<file path="config.mk">
export PLATFORM = sky130hd
export DESIGN_NAME = debug_cmd_bridge_flat
export DESIGN_NICKNAME = d
export VERILOG_FILES = /design/src/rtl/debug_cmd_bridge_pkg.sv /design/src/rtl/debug_cmd_bridge_if.sv /design/src/rtl/word_tx_serializer.sv /design/src/rtl/debug_cmd_bridge.sv /design/src/flat_wrapper.sv
export SDC_FILE = /design/constraint.sdc
export NUM_CORES = 1
export LEC_CHECK = 0
export BUFFER_PORTS_ARGS = -buffer_cell sky130_fd_sc_hd__buf_2
export CAP_MARGIN = 5
export CELL_PAD_IN_SITES_DETAIL_PLACEMENT = 0
export CELL_PAD_IN_SITES_GLOBAL_PLACEMENT = 1
export CORE_ASPECT_RATIO = 1.2
export CORE_MARGIN = 8
export CORE_UTILIZATION = 44
export DETAILED_ROUTE_END_ITERATION = 8
export GPL_ROUTABILITY_DRIVEN = 0
export PLACE_DENSITY = 0.89
export SLEW_MARGIN = 20
export SYNTH_ARGS = -nofsm -noshare
export SYNTH_HDL_FRONTEND = slang
export SYNTH_SLANG_ARGS = --single-unit
</file>
<file path="constraint.sdc">
create_clock -name i_clock -period 2.5 [get_ports i_clock]
set_input_delay 0.25 -clock i_clock [delete_from_list [all_inputs] [get_ports i_clock]]
set_output_delay 0.25 -clock i_clock [all_outputs]
set_load 0.005 [all_outputs]
</file>
<file path="src/rtl/debug_cmd_bridge_pkg.sv">
// Shared constants and FSM encoding for the UART-to-debug-unit command bridge.
package debug_cmd_bridge_pkg;

  // UART byte width (default for NB_BYTE) and command word geometry.
  localparam int unsigned BYTE_W         = 8;
  localparam int unsigned BYTES_PER_WORD = 4;
  localparam int unsigned WORD_W         = BYTE_W * BYTES_PER_WORD;

  // Command word fields, shared with the debug unit.
  localparam int unsigned EN_BIT   = 31;
  localparam int unsigned OPC_MSB  = 22;
  localparam int unsigned OPC_LSB  = 16;
  localparam int unsigned DATA_MSB = 15;
  localparam int unsigned DATA_LSB = 0;

  typedef enum logic [2:0] {
    StIdle  = 3'd0,
    StRecv  = 3'd1,
    StApply = 3'd2,
    StHold  = 3'd3,
    StSend  = 3'd4
  } bridge_state_e;

  // The bridge cannot take new rx bytes outside IDLE/RECV.
  function automatic logic state_is_busy(input bridge_state_e s);
    return (s == StApply) || (s == StHold) || (s == StSend);
  endfunction

endpackage

</file>
<file path="src/rtl/debug_cmd_bridge_if.sv">
// UART/debug-unit side signals of the bridge; directions named from the bridge's view.
interface debug_cmd_bridge_if #(
  parameter int unsigned NB_GPIO = debug_cmd_bridge_pkg::WORD_W,
  parameter int unsigned NB_BYTE = debug_cmd_bridge_pkg::BYTE_W
);
  logic               i_rx_valid;
  logic [NB_BYTE-1:0] i_rx_data;
  logic               i_tx_ready;
  logic [NB_GPIO-1:0] i_gpio_resp;
  logic [NB_GPIO-1:0] o_gpio;
  logic               o_tx_valid;
  logic [NB_BYTE-1:0] o_tx_data;
  logic               o_busy;
  logic               o_frame_err;
  logic               o_overrun;

  // Bridge side.
  modport master (
    input  i_rx_valid, i_rx_data, i_tx_ready, i_gpio_resp,
    output o_gpio, o_tx_valid, o_tx_data, o_busy, o_frame_err, o_overrun
  );

  // Environment side (UART + debug unit).
  modport slave (
    output i_rx_valid, i_rx_data, i_tx_ready, i_gpio_resp,
    input  o_gpio, o_tx_valid, o_tx_data, o_busy, o_frame_err, o_overrun
  );
endinterface

</file>
<file path="src/rtl/word_tx_serializer.sv">
// Loads one word and offers it as bytes, MSB first, on a valid/ready handshake.
module word_tx_serializer
  import debug_cmd_bridge_pkg::*;
#(
  parameter int unsigned NB_GPIO = WORD_W,
  parameter int unsigned NB_BYTE = BYTE_W
) (
  input  logic               i_clock,
  input  logic               i_reset,
  input  logic               load,
  input  logic [NB_GPIO-1:0] word,
  input  logic               tx_ready,
  output logic               tx_valid,
  output logic [NB_BYTE-1:0] tx_data,
  output logic               last_accept
);

  localparam int unsigned IdxW = $clog2(BYTES_PER_WORD);
  localparam logic [IdxW-1:0] LastIdx = IdxW'(BYTES_PER_WORD - 1);

  logic [NB_GPIO-1:0] shift_q, shift_d;
  logic [IdxW-1:0]    idx_q, idx_d;
  logic               valid_q, valid_d;
  logic               accept;

  assign accept      = valid_q && tx_ready;
  assign last_accept = accept && (idx_q == LastIdx);
  assign tx_valid    = valid_q;
  assign tx_data     = shift_q[NB_GPIO-1 -: NB_BYTE];

  // Next state: load restarts the word, each accepted byte shifts the next one up.
  always_comb begin
    shift_d = shift_q;
    idx_d   = idx_q;
    valid_d = valid_q;
    if (load) begin
      shift_d = word;
      idx_d   = '0;
      valid_d = 1'b1;
    end else if (accept) begin
      shift_d = shift_q << NB_BYTE;
      idx_d   = idx_q + IdxW'(1);
      if (idx_q == LastIdx) begin
        valid_d = 1'b0;
      end
    end
  end

  // Serializer state registers.
  always_ff @(posedge i_clock or negedge i_reset) begin
    if (!i_reset) begin
      shift_q <= '0;
      idx_q   <= '0;
      valid_q <= 1'b0;
    end else begin
      shift_q <= shift_d;
      idx_q   <= idx_d;
      valid_q <= valid_d;
    end
  end

endmodule

</file>
<file path="src/rtl/debug_cmd_bridge.sv">
// UART byte stream -> 32-bit debug command, then debug response -> 4 UART bytes.
module debug_cmd_bridge
  import debug_cmd_bridge_pkg::*;
#(
  parameter int unsigned NB_GPIO        = WORD_W,
  parameter int unsigned NB_BYTE        = BYTE_W,
  parameter int unsigned TIMEOUT_CYCLES = 100000
) (
  input  logic i_clock,
  input  logic i_reset,
  debug_cmd_bridge_if.master bus
);

  localparam int unsigned CntW = $clog2(TIMEOUT_CYCLES + 1);
  localparam logic [CntW-1:0] CntMax  = CntW'(TIMEOUT_CYCLES);
  // An idle cycle seen with this count makes the counter reach TIMEOUT_CYCLES.
  localparam logic [CntW-1:0] CntLast = CntW'(TIMEOUT_CYCLES - 1);
  localparam int unsigned IdxW = $clog2(BYTES_PER_WORD);
  localparam logic [IdxW-1:0] LastIdx = IdxW'(BYTES_PER_WORD - 1);

  bridge_state_e      state_q, state_d;
  logic [NB_GPIO-1:0] frame_q, frame_d;
  logic [NB_GPIO-1:0] gpio_q, gpio_d;
  logic [IdxW-1:0]    byte_cnt_q, byte_cnt_d;
  logic [CntW-1:0]    to_cnt_q, to_cnt_d;
  logic [NB_GPIO-1:0] rx_shift;
  logic               ser_load;
  logic               ser_valid;
  logic [NB_BYTE-1:0] ser_data;
  logic               ser_last;
  logic               frame_err;
  logic               overrun;

  assign rx_shift = {frame_q[NB_GPIO-NB_BYTE-1:0], bus.i_rx_data};

  // FSM next state, command word and pulse outputs.
  always_comb begin
    state_d    = state_q;
    frame_d    = frame_q;
    byte_cnt_d = byte_cnt_q;
    to_cnt_d   = to_cnt_q;
    gpio_d     = '0;
    ser_load   = 1'b0;
    frame_err  = 1'b0;
    overrun    = 1'b0;
    case (state_q)
      StIdle: begin
        to_cnt_d = '0;
        if (bus.i_rx_valid) begin
          frame_d    = NB_GPIO'(bus.i_rx_data);
          byte_cnt_d = IdxW'(1);
          state_d    = StRecv;
        end
      end
      StRecv: begin
        // A byte in the timeout cycle wins over the timeout.
        if (bus.i_rx_valid) begin
          frame_d  = rx_shift;
          to_cnt_d = '0;
          if (byte_cnt_q == LastIdx) begin
            gpio_d     = rx_shift;
            byte_cnt_d = '0;
            state_d    = StApply;
          end else begin
            byte_cnt_d = byte_cnt_q + IdxW'(1);
          end
        end else if (to_cnt_q == CntLast) begin
          frame_err  = 1'b1;
          frame_d    = '0;
          byte_cnt_d = '0;
          to_cnt_d   = '0;
          state_d    = StIdle;
        end else if (to_cnt_q != CntMax) begin
          to_cnt_d = to_cnt_q + CntW'(1);
        end
      end
      StApply: begin
        overrun        = bus.i_rx_valid;
        // Keep the address visible with enable dropped for clear-type opcodes.
        gpio_d         = frame_q;
        gpio_d[EN_BIT] = 1'b0;
        state_d        = StHold;
      end
      StHold: begin
        overrun  = bus.i_rx_valid;
        ser_load = 1'b1;
        state_d  = StSend;
      end
      StSend: begin
        overrun = bus.i_rx_valid;
        if (ser_last) begin
          state_d = StIdle;
        end
      end
      default: begin
        state_d = StIdle;
      end
    endcase
  end

  // FSM, frame, counters and command word registers.
  always_ff @(posedge i_clock or negedge i_reset) begin
    if (!i_reset) begin
      state_q    <= StIdle;
      frame_q    <= '0;
      gpio_q     <= '0;
      byte_cnt_q <= '0;
      to_cnt_q   <= '0;
    end else begin
      state_q    <= state_d;
      frame_q    <= frame_d;
      gpio_q     <= gpio_d;
      byte_cnt_q <= byte_cnt_d;
      to_cnt_q   <= to_cnt_d;
    end
  end

  // The serializer's shift register doubles as the latched response word.
  word_tx_serializer #(
    .NB_GPIO (NB_GPIO),
    .NB_BYTE (NB_BYTE)
  ) u_ser (
    .i_clock     (i_clock),
    .i_reset     (i_reset),
    .load        (ser_load),
    .word        (bus.i_gpio_resp),
    .tx_ready    (bus.i_tx_ready),
    .tx_valid    (ser_valid),
    .tx_data     (ser_data),
    .last_accept (ser_last)
  );

  assign bus.o_gpio      = gpio_q;
  assign bus.o_tx_valid  = ser_valid;
  assign bus.o_tx_data   = ser_data;
  assign bus.o_busy      = state_is_busy(state_q);
  assign bus.o_frame_err = frame_err;
  assign bus.o_overrun   = overrun;

endmodule

</file>
<file path="src/flat_wrapper.sv">
// flat-port wrapper written by rule: the top's interface ports become plain ports
module debug_cmd_bridge_flat import debug_cmd_bridge_pkg::*;
#(
  parameter int unsigned NB_GPIO        = WORD_W,
  parameter int unsigned NB_BYTE        = BYTE_W,
  parameter int unsigned TIMEOUT_CYCLES = 100000
)
  (i_clock, i_reset, bus_i_rx_valid, bus_i_rx_data, bus_i_tx_ready, bus_i_gpio_resp, bus_o_gpio, bus_o_tx_valid, bus_o_tx_data, bus_o_busy, bus_o_frame_err, bus_o_overrun);
  debug_cmd_bridge_if #(.NB_GPIO(NB_GPIO), .NB_BYTE(NB_BYTE)) bus_i ();
  input  logic i_clock;
  input  logic i_reset;
  input wire logic [$bits(bus_i.i_rx_valid)-1:0] bus_i_rx_valid;
  input wire logic [$bits(bus_i.i_rx_data)-1:0] bus_i_rx_data;
  input wire logic [$bits(bus_i.i_tx_ready)-1:0] bus_i_tx_ready;
  input wire logic [$bits(bus_i.i_gpio_resp)-1:0] bus_i_gpio_resp;
  output wire logic [$bits(bus_i.o_gpio)-1:0] bus_o_gpio;
  output wire logic [$bits(bus_i.o_tx_valid)-1:0] bus_o_tx_valid;
  output wire logic [$bits(bus_i.o_tx_data)-1:0] bus_o_tx_data;
  output wire logic [$bits(bus_i.o_busy)-1:0] bus_o_busy;
  output wire logic [$bits(bus_i.o_frame_err)-1:0] bus_o_frame_err;
  output wire logic [$bits(bus_i.o_overrun)-1:0] bus_o_overrun;
  assign bus_i.i_rx_valid = bus_i_rx_valid;
  assign bus_i.i_rx_data = bus_i_rx_data;
  assign bus_i.i_tx_ready = bus_i_tx_ready;
  assign bus_i.i_gpio_resp = bus_i_gpio_resp;
  assign bus_o_gpio = bus_i.o_gpio;
  assign bus_o_tx_valid = bus_i.o_tx_valid;
  assign bus_o_tx_data = bus_i.o_tx_data;
  assign bus_o_busy = bus_i.o_busy;
  assign bus_o_frame_err = bus_i.o_frame_err;
  assign bus_o_overrun = bus_i.o_overrun;
  debug_cmd_bridge #(.NB_GPIO(NB_GPIO), .NB_BYTE(NB_BYTE), .TIMEOUT_CYCLES(TIMEOUT_CYCLES)) u_core (.i_clock(i_clock), .i_reset(i_reset), .bus(bus_i));
endmodule
</file>
### Yosys cells after proc, flatten, opt, wreduce, memory -nomap -nowiden

Cells that the tools add are included.

| word-level totals | value |
|---|---|
| latch bits | 0 |
| memories kept | 0 |
| output and inout bits | 44 |
| register bits | 120 |
| memory bits (writable) | 0 |
| logic and storage cells | 71 |
| memory bits (read-only) | 0 |
| input bits | 44 |

| cells by class | value |
|---|---|
| mux-type cells | 34 |
| reduce and logical (&&, ||, !) cells | 13 |
| equality and inequality tests | 13 |
| $mul | 0 |
| $lt $le $gt $ge | 0 |
| bitwise logic cells | 0 |
| div/mod/pow operators | 0 |
| shift operators | 0 |
| add/sub/neg operators | 3 |

Operators by type and width:

| operator | number |
|---|---|
| $mux 32 | 4 |
| $mux 31 | 3 |
| $pmux 32 s2 | 1 |
| $pmux 31 s2 | 1 |
| $mux 17 | 3 |
| $pmux 17 s2 | 1 |
| $add 17x1->17 const B | 1 |
| $eq 17x17->1 const B | 1 |
| $ne 17x17->1 const B | 1 |
| $mux 3 | 5 |
| $pmux 3 s5 | 1 |
| $mux 2 | 6 |
| $mux 1 | 8 |
| $eq 3x2->1 const B | 2 |
| $ne 3x2->1 const B | 2 |
| $reduce_bool 2->1 | 3 |
| $add 2x1->2 const B | 2 |
| $eq 2x2->1 const B | 2 |
| $ne 4x2->1 const B | 1 |
| $pmux 2 s2 | 1 |
| $reduce_and 2->1 | 2 |
| $reduce_and 4->1 | 1 |
| $eq 3x1->1 const B | 1 |
| $eq 3x3->1 const B | 1 |
| other kinds (7) | 9 |

### Longest topological paths before layout

| logic depth | value |
|---|---|
| word-level depth | 5 |
| gate-level depth with buffers | 8 |
| mapped depth without buffers | 6 |

### By module

A second synthesis with hierarchy kept.

| unflattened totals | value |
|---|---|
| cell total of the unflattened synthesis | 481 |
| area, all modules | 5541.6 µm² |

Modules (own cells, without submodules):

| module | cells each | instances | sequential area each (µm²) | area an instance (µm²) |
|---|---|---|---|---|
| debug_cmd_bridge | 288 | 1 | 2127.0 | 3573.4 |
| word_tx_serializer | 193 | 1 | 875.8 | 1968.1 |

### Worst setup path after synthesis

No wires, ideal clock.

| timing | value |
|---|---|
| path kind | reg2reg |
| start | register u_core.to_cnt_q[0] |
| end | register u_core.to_cnt_q[9] |
| path slack | 0.745 ns |
| clock period less this slack | 1.755 ns |
| buffers on the path | 2 |
| required time | 2.399 ns |
| library setup time | 0.101 ns |
| data arrival time | 1.655 ns |
| cell stages (with the launch flop) | 8 |
| cell sequence | dfrtp_1 -> ha_1 -> and4_1 -> buf_2 -> nand4_2 -> nand2_1 -> buf_2 -> o32ai_1 |

| on the way | value |
|---|---|
| word-level cells in the longest chain between the ends | 5 |
| elaborated cells between the ends (all ways) | 9 |
| those cells by class | 1 x add/sub; 3 x eq/ne; 4 x mux; 1 x reduce/logical |

Ends and longest elaborated chain:

| what | line | RTL |
|---|---|---|
| from (decl) | debug_cmd_bridge.sv:25 | `logic [CntW-1:0] to_cnt_q, to_cnt_d;` |
| from (signal assigned) | debug_cmd_bridge.sv:114 | `to_cnt_q <= to_cnt_d;` |
| $add 17x1->17 | debug_cmd_bridge.sv:74 | `to_cnt_d = to_cnt_q + CntW'(1);` |
| $mux 17 | debug_cmd_bridge.sv:73 | `end else if (to_cnt_q != CntMax) begin` |
| $mux 17 | debug_cmd_bridge.sv:67 | `end else if (to_cnt_q == CntLast) begin` |
| $mux 17 | debug_cmd_bridge.sv:57 | `if (bus.i_rx_valid) begin` |
| $pmux 17 s2 | debug_cmd_bridge.sv:46 | `case (state_q)` |

Several ways; a longest one is shown, not always the timed one. The select of a mux whose other input is x is not followed.
A chain may end at the register's enable or synchronous reset.

### Worst setup path after layout

| timing | value |
|---|---|
| start | register u_core.to_cnt_q[0] |
| end | output bus_o_frame_err |

| on the way | value |
|---|---|
| word-level cells in the longest chain between the ends | 4 |

Ends and longest elaborated chain:

| what | line | RTL |
|---|---|---|
| $eq 17x17->1 | debug_cmd_bridge.sv:67 |  |
| $mux 1 | debug_cmd_bridge.sv:67 |  |
| $mux 1 | debug_cmd_bridge.sv:57 |  |
| $mux 1 | debug_cmd_bridge.sv:46 |  |
| to (decl) | flat_wrapper.sv:20 | `output wire logic [$bits(bus_i.o_frame_err)-1:0] bus_o_frame_err;` |

No other way between the ends.

==> metrics.txt <==
vias in the first global route=3,805; number of buffers added on ports=87; fillers=964; initial DRC count=310; Max FO, Critical Path=11; total of max-cap violations=0; crit path capture type=output port; Setup violations, final=0; die width=116 microns; IO Pins=88; Final Cycle Share=0.898; H-Tree Depth=4; clock sink total=between 100 and 150; Total Routing Usage GR=0.156; via count=3,876; Area contributors post-synth=dfrtp_1 57%, a22o_1 7.2%, mux2i_1 5.1%; met2 global-route usage=0.247; gr busiest metal=met2; worst hold path type=input pin to flop; Final Slew Violations=0; Hold Vio Cnt, Final=0; Clock Skew=0.00533 ns; Pwr per Cell Area=1150 nW/um^2; RSZ-0062 raised after global routing=no; GRT overflow=0; initial antenna violation count=0; n_diodes=0; Nets=around 580; worst hold slack=0.0292 ns; async set-reset flop share out of synthesis=1.00; Initial Util=0.452; post-layout minimum cycle time=~2.2 ns; Worst Tran Pin Value=0.823 ns; Ys Warns=0; share of layout cells above drive strength 1=0.293; Worst EP required=approximately 2.3 ns; Mean Syn Cell Area=about 11 sq um; row count=43; Die Y-Extent=between 100 and 150 microns; CTS Buf Count=17; maximum clock path buffer count=2; Synth top area share=0.571; CP arrival=1.99 ns; met1 GRT Util=0.195; Critical Path Source Type=flop; Post-synth EDFFs=0; HPWL Detailed=7640 microns; met3 Resource Use GR=0.0504; routed wire length=11,700 microns; largest net degree at the start of global routing=65; f_max=0.446 GHz; Synth cell types=49; root buffer cell=clkbuf_16; Primary FF master, synth=dfrtp_1; die area=15,700 sq um; routed len/inst=16.6 microns; clock latency at the later pin of the worst-skew pair=0.41 ns; setup_tns=0 ns; Worst VDD drop=0.629 mV; area grow syn2layout=22.1%; Net Count, Synth=509; status=finished clean; drt drc=0; Core ar.=11,600 sq um; flops & latches, synth=120; first-pass GRT wire length=19,300 microns; ANT nets after route=0; CTS clk-pin slew, worst paths=0.06 ns; Max-Slew Margin vs Limit=0.449; cells after synthesis=roughly 460; router iterations before antenna repair=5; Post-CTS Setup Bufs=0; Pleak=0.00320 uW; TritonCTS clock tree=built; sequential-to-total area share from yosys stat=0.571; Post-Syn Area=5260 sq um; number of vias per cell=5.51; post-synth top area cell=dfrtp_1; WS Path Type=flop to output port
-- worst max-delay path: stages, from the launching register on --
cell and delay [ns]:
dfrtp_1 0.40, ha_1 0.25, and4_2 0.38, nand4_2 0.26, nor2_1 0.16, buf_2 0.13
-- repair_timing --
item	CTS	global route
endpoints found under the hold margin	31	0
setup endpoints to repair	0	1
gates resized for setup	0	1
hold buffers	1	0
-- synth_stat cells, types with 2 or more instances --
cell type    n
nor2_1       9
and2_1       6
o21ai_1      2
a31oi_1      9
nand2_1     62
nor4_1       2
nand3_1     20
clkbuf_1    15
ha_1         4
nand4_1      7
inv_1        7
and4bb_2     2
xor2_1       2
nand2b_1     2
a22o_1      43
o31ai_1      3
and4_1       4
a21oi_1      3
dfrtp_1    120
buf_4        8
or2_2        2
mux2i_1     27
o21ai_0     35
and3_1       3
buf_2       15
a22o_2      20
o41a_1       3
buf_6        5
-- worst paths after layout --
| check | end | start | depth (start not counted) | slack (ns) |
|---|---|---|---|---|
| min in group asynchronous | u_core.u_ser.shift_q[27] | i_reset | 2 | 0.33 |
| worst max register to register | u_core.frame_q[21] | u_core.to_cnt_q[0] | 5 | 0.26 |
| worst min register to register | u_core.u_ser.shift_q[6] | u_core.u_ser.shift_q[6] | 2 | 0.50 |
| max in group asynchronous | u_core.to_cnt_q[13] | i_reset | 3 | 1.46 |
| worst max-delay path | bus_o_frame_err | u_core.to_cnt_q[0] | 5 | 0.26 |
| worst min-delay path | u_core.u_ser.shift_q[3] | bus_i_gpio_resp[3] | 3 | 0.03 |
-- layout make-up --
type | instances | area (sq um) | share of cell area
sequential | 120 | 3000 | 0.468
multi-input combinational | 289 | 1980 | 0.308
timing repair buffer | 98 | 548 | 0.0854
clock buffer | 20 | 457 | 0.0712
clock inverter | 12 | 211 | 0.0329
tap | 157 | 196 | 0.0306
inverter | 7 | 26.3 | 0.00409
-- registers in the layout, indices dropped and copies added, names as in the netlist --
name and count:
u_core.bus.o_gpio 32, u_core.u_ser.shift_q 32, u_core.frame_q 31, u_core.to_cnt_q 17
u_core.state_q 3, u_core.byte_cnt_q 2, u_core.u_ser.idx_q 2, u_core.u_ser.tx_valid 1
-- cells in the final DEF, fill, tap and decap left out, types with 4 or more instances in the layout --
cell type | synthesis | final
buf_2 | 15 | 86
nand3_1 | 20 | 20
nor2_1 | 9 | 8
dfrtp_1 | 120 | 120
nand2_1 | 62 | 62
a22o_2 | 20 | 20
a22o_1 | 43 | 43
bufinv_16 | 0 | 5
and2_1 | 6 | 5
inv_1 | 7 | 7
a31oi_1 | 9 | 9
inv_6 | 0 | 4
clkbuf_16 | 0 | 17
buf_4 | 8 | 9
mux2i_1 | 27 | 27
nand4_1 | 7 | 7
ha_1 | 4 | 4
o21ai_0 | 35 | 35
-- kinds of logic after synthesis --
group,Yosys count,share of synthesized area
AOI/OAI and AO/OA,129,0.188
buffers and inverters,52,0.0538
muxes,27,0.0514
adders and majority gates,4,0.00952
and+or+nand+nor,127,0.122
DFF,120,0.571
xor gates and xnor gates,2,0.00333
-- layer usage --
layer / vias to the layer above / wire length, microns
li1: 1826 / -
met1: 1923 / 4990
met2: 114 / 5730
met3: 13 / 788
met4: 0 / 143
met5: - / 0
-- power by group --
group / switching (uW) / total, uW / internal (uW)
logic: 969 / 1740 / 774
clock network: 888 / 2730 / 1840
registers: 420 / 2880 / 2460
total: 2280 / 7350 / 5070
-- stage by stage --
step | setup slack, ns | instance area [sq um] | cells | util | power, uW
finish | 0.256 | 6420 | 703 | 0.552 | 7350
floorplan | 0.745 | 5260 | 461 | - | 4230
global placement | 0.310 | 5740 | 670 | 0.494 | 4550
CTS | 0.170 | 6420 | 703 | 0.552 | 7400
detailed placement | 0.256 | 5740 | 670 | 0.494 | 4640
global route | 0.106 | 6420 | 703 | 0.552 | 7760
No activity file was read; power rests on OpenSTA's default activity.
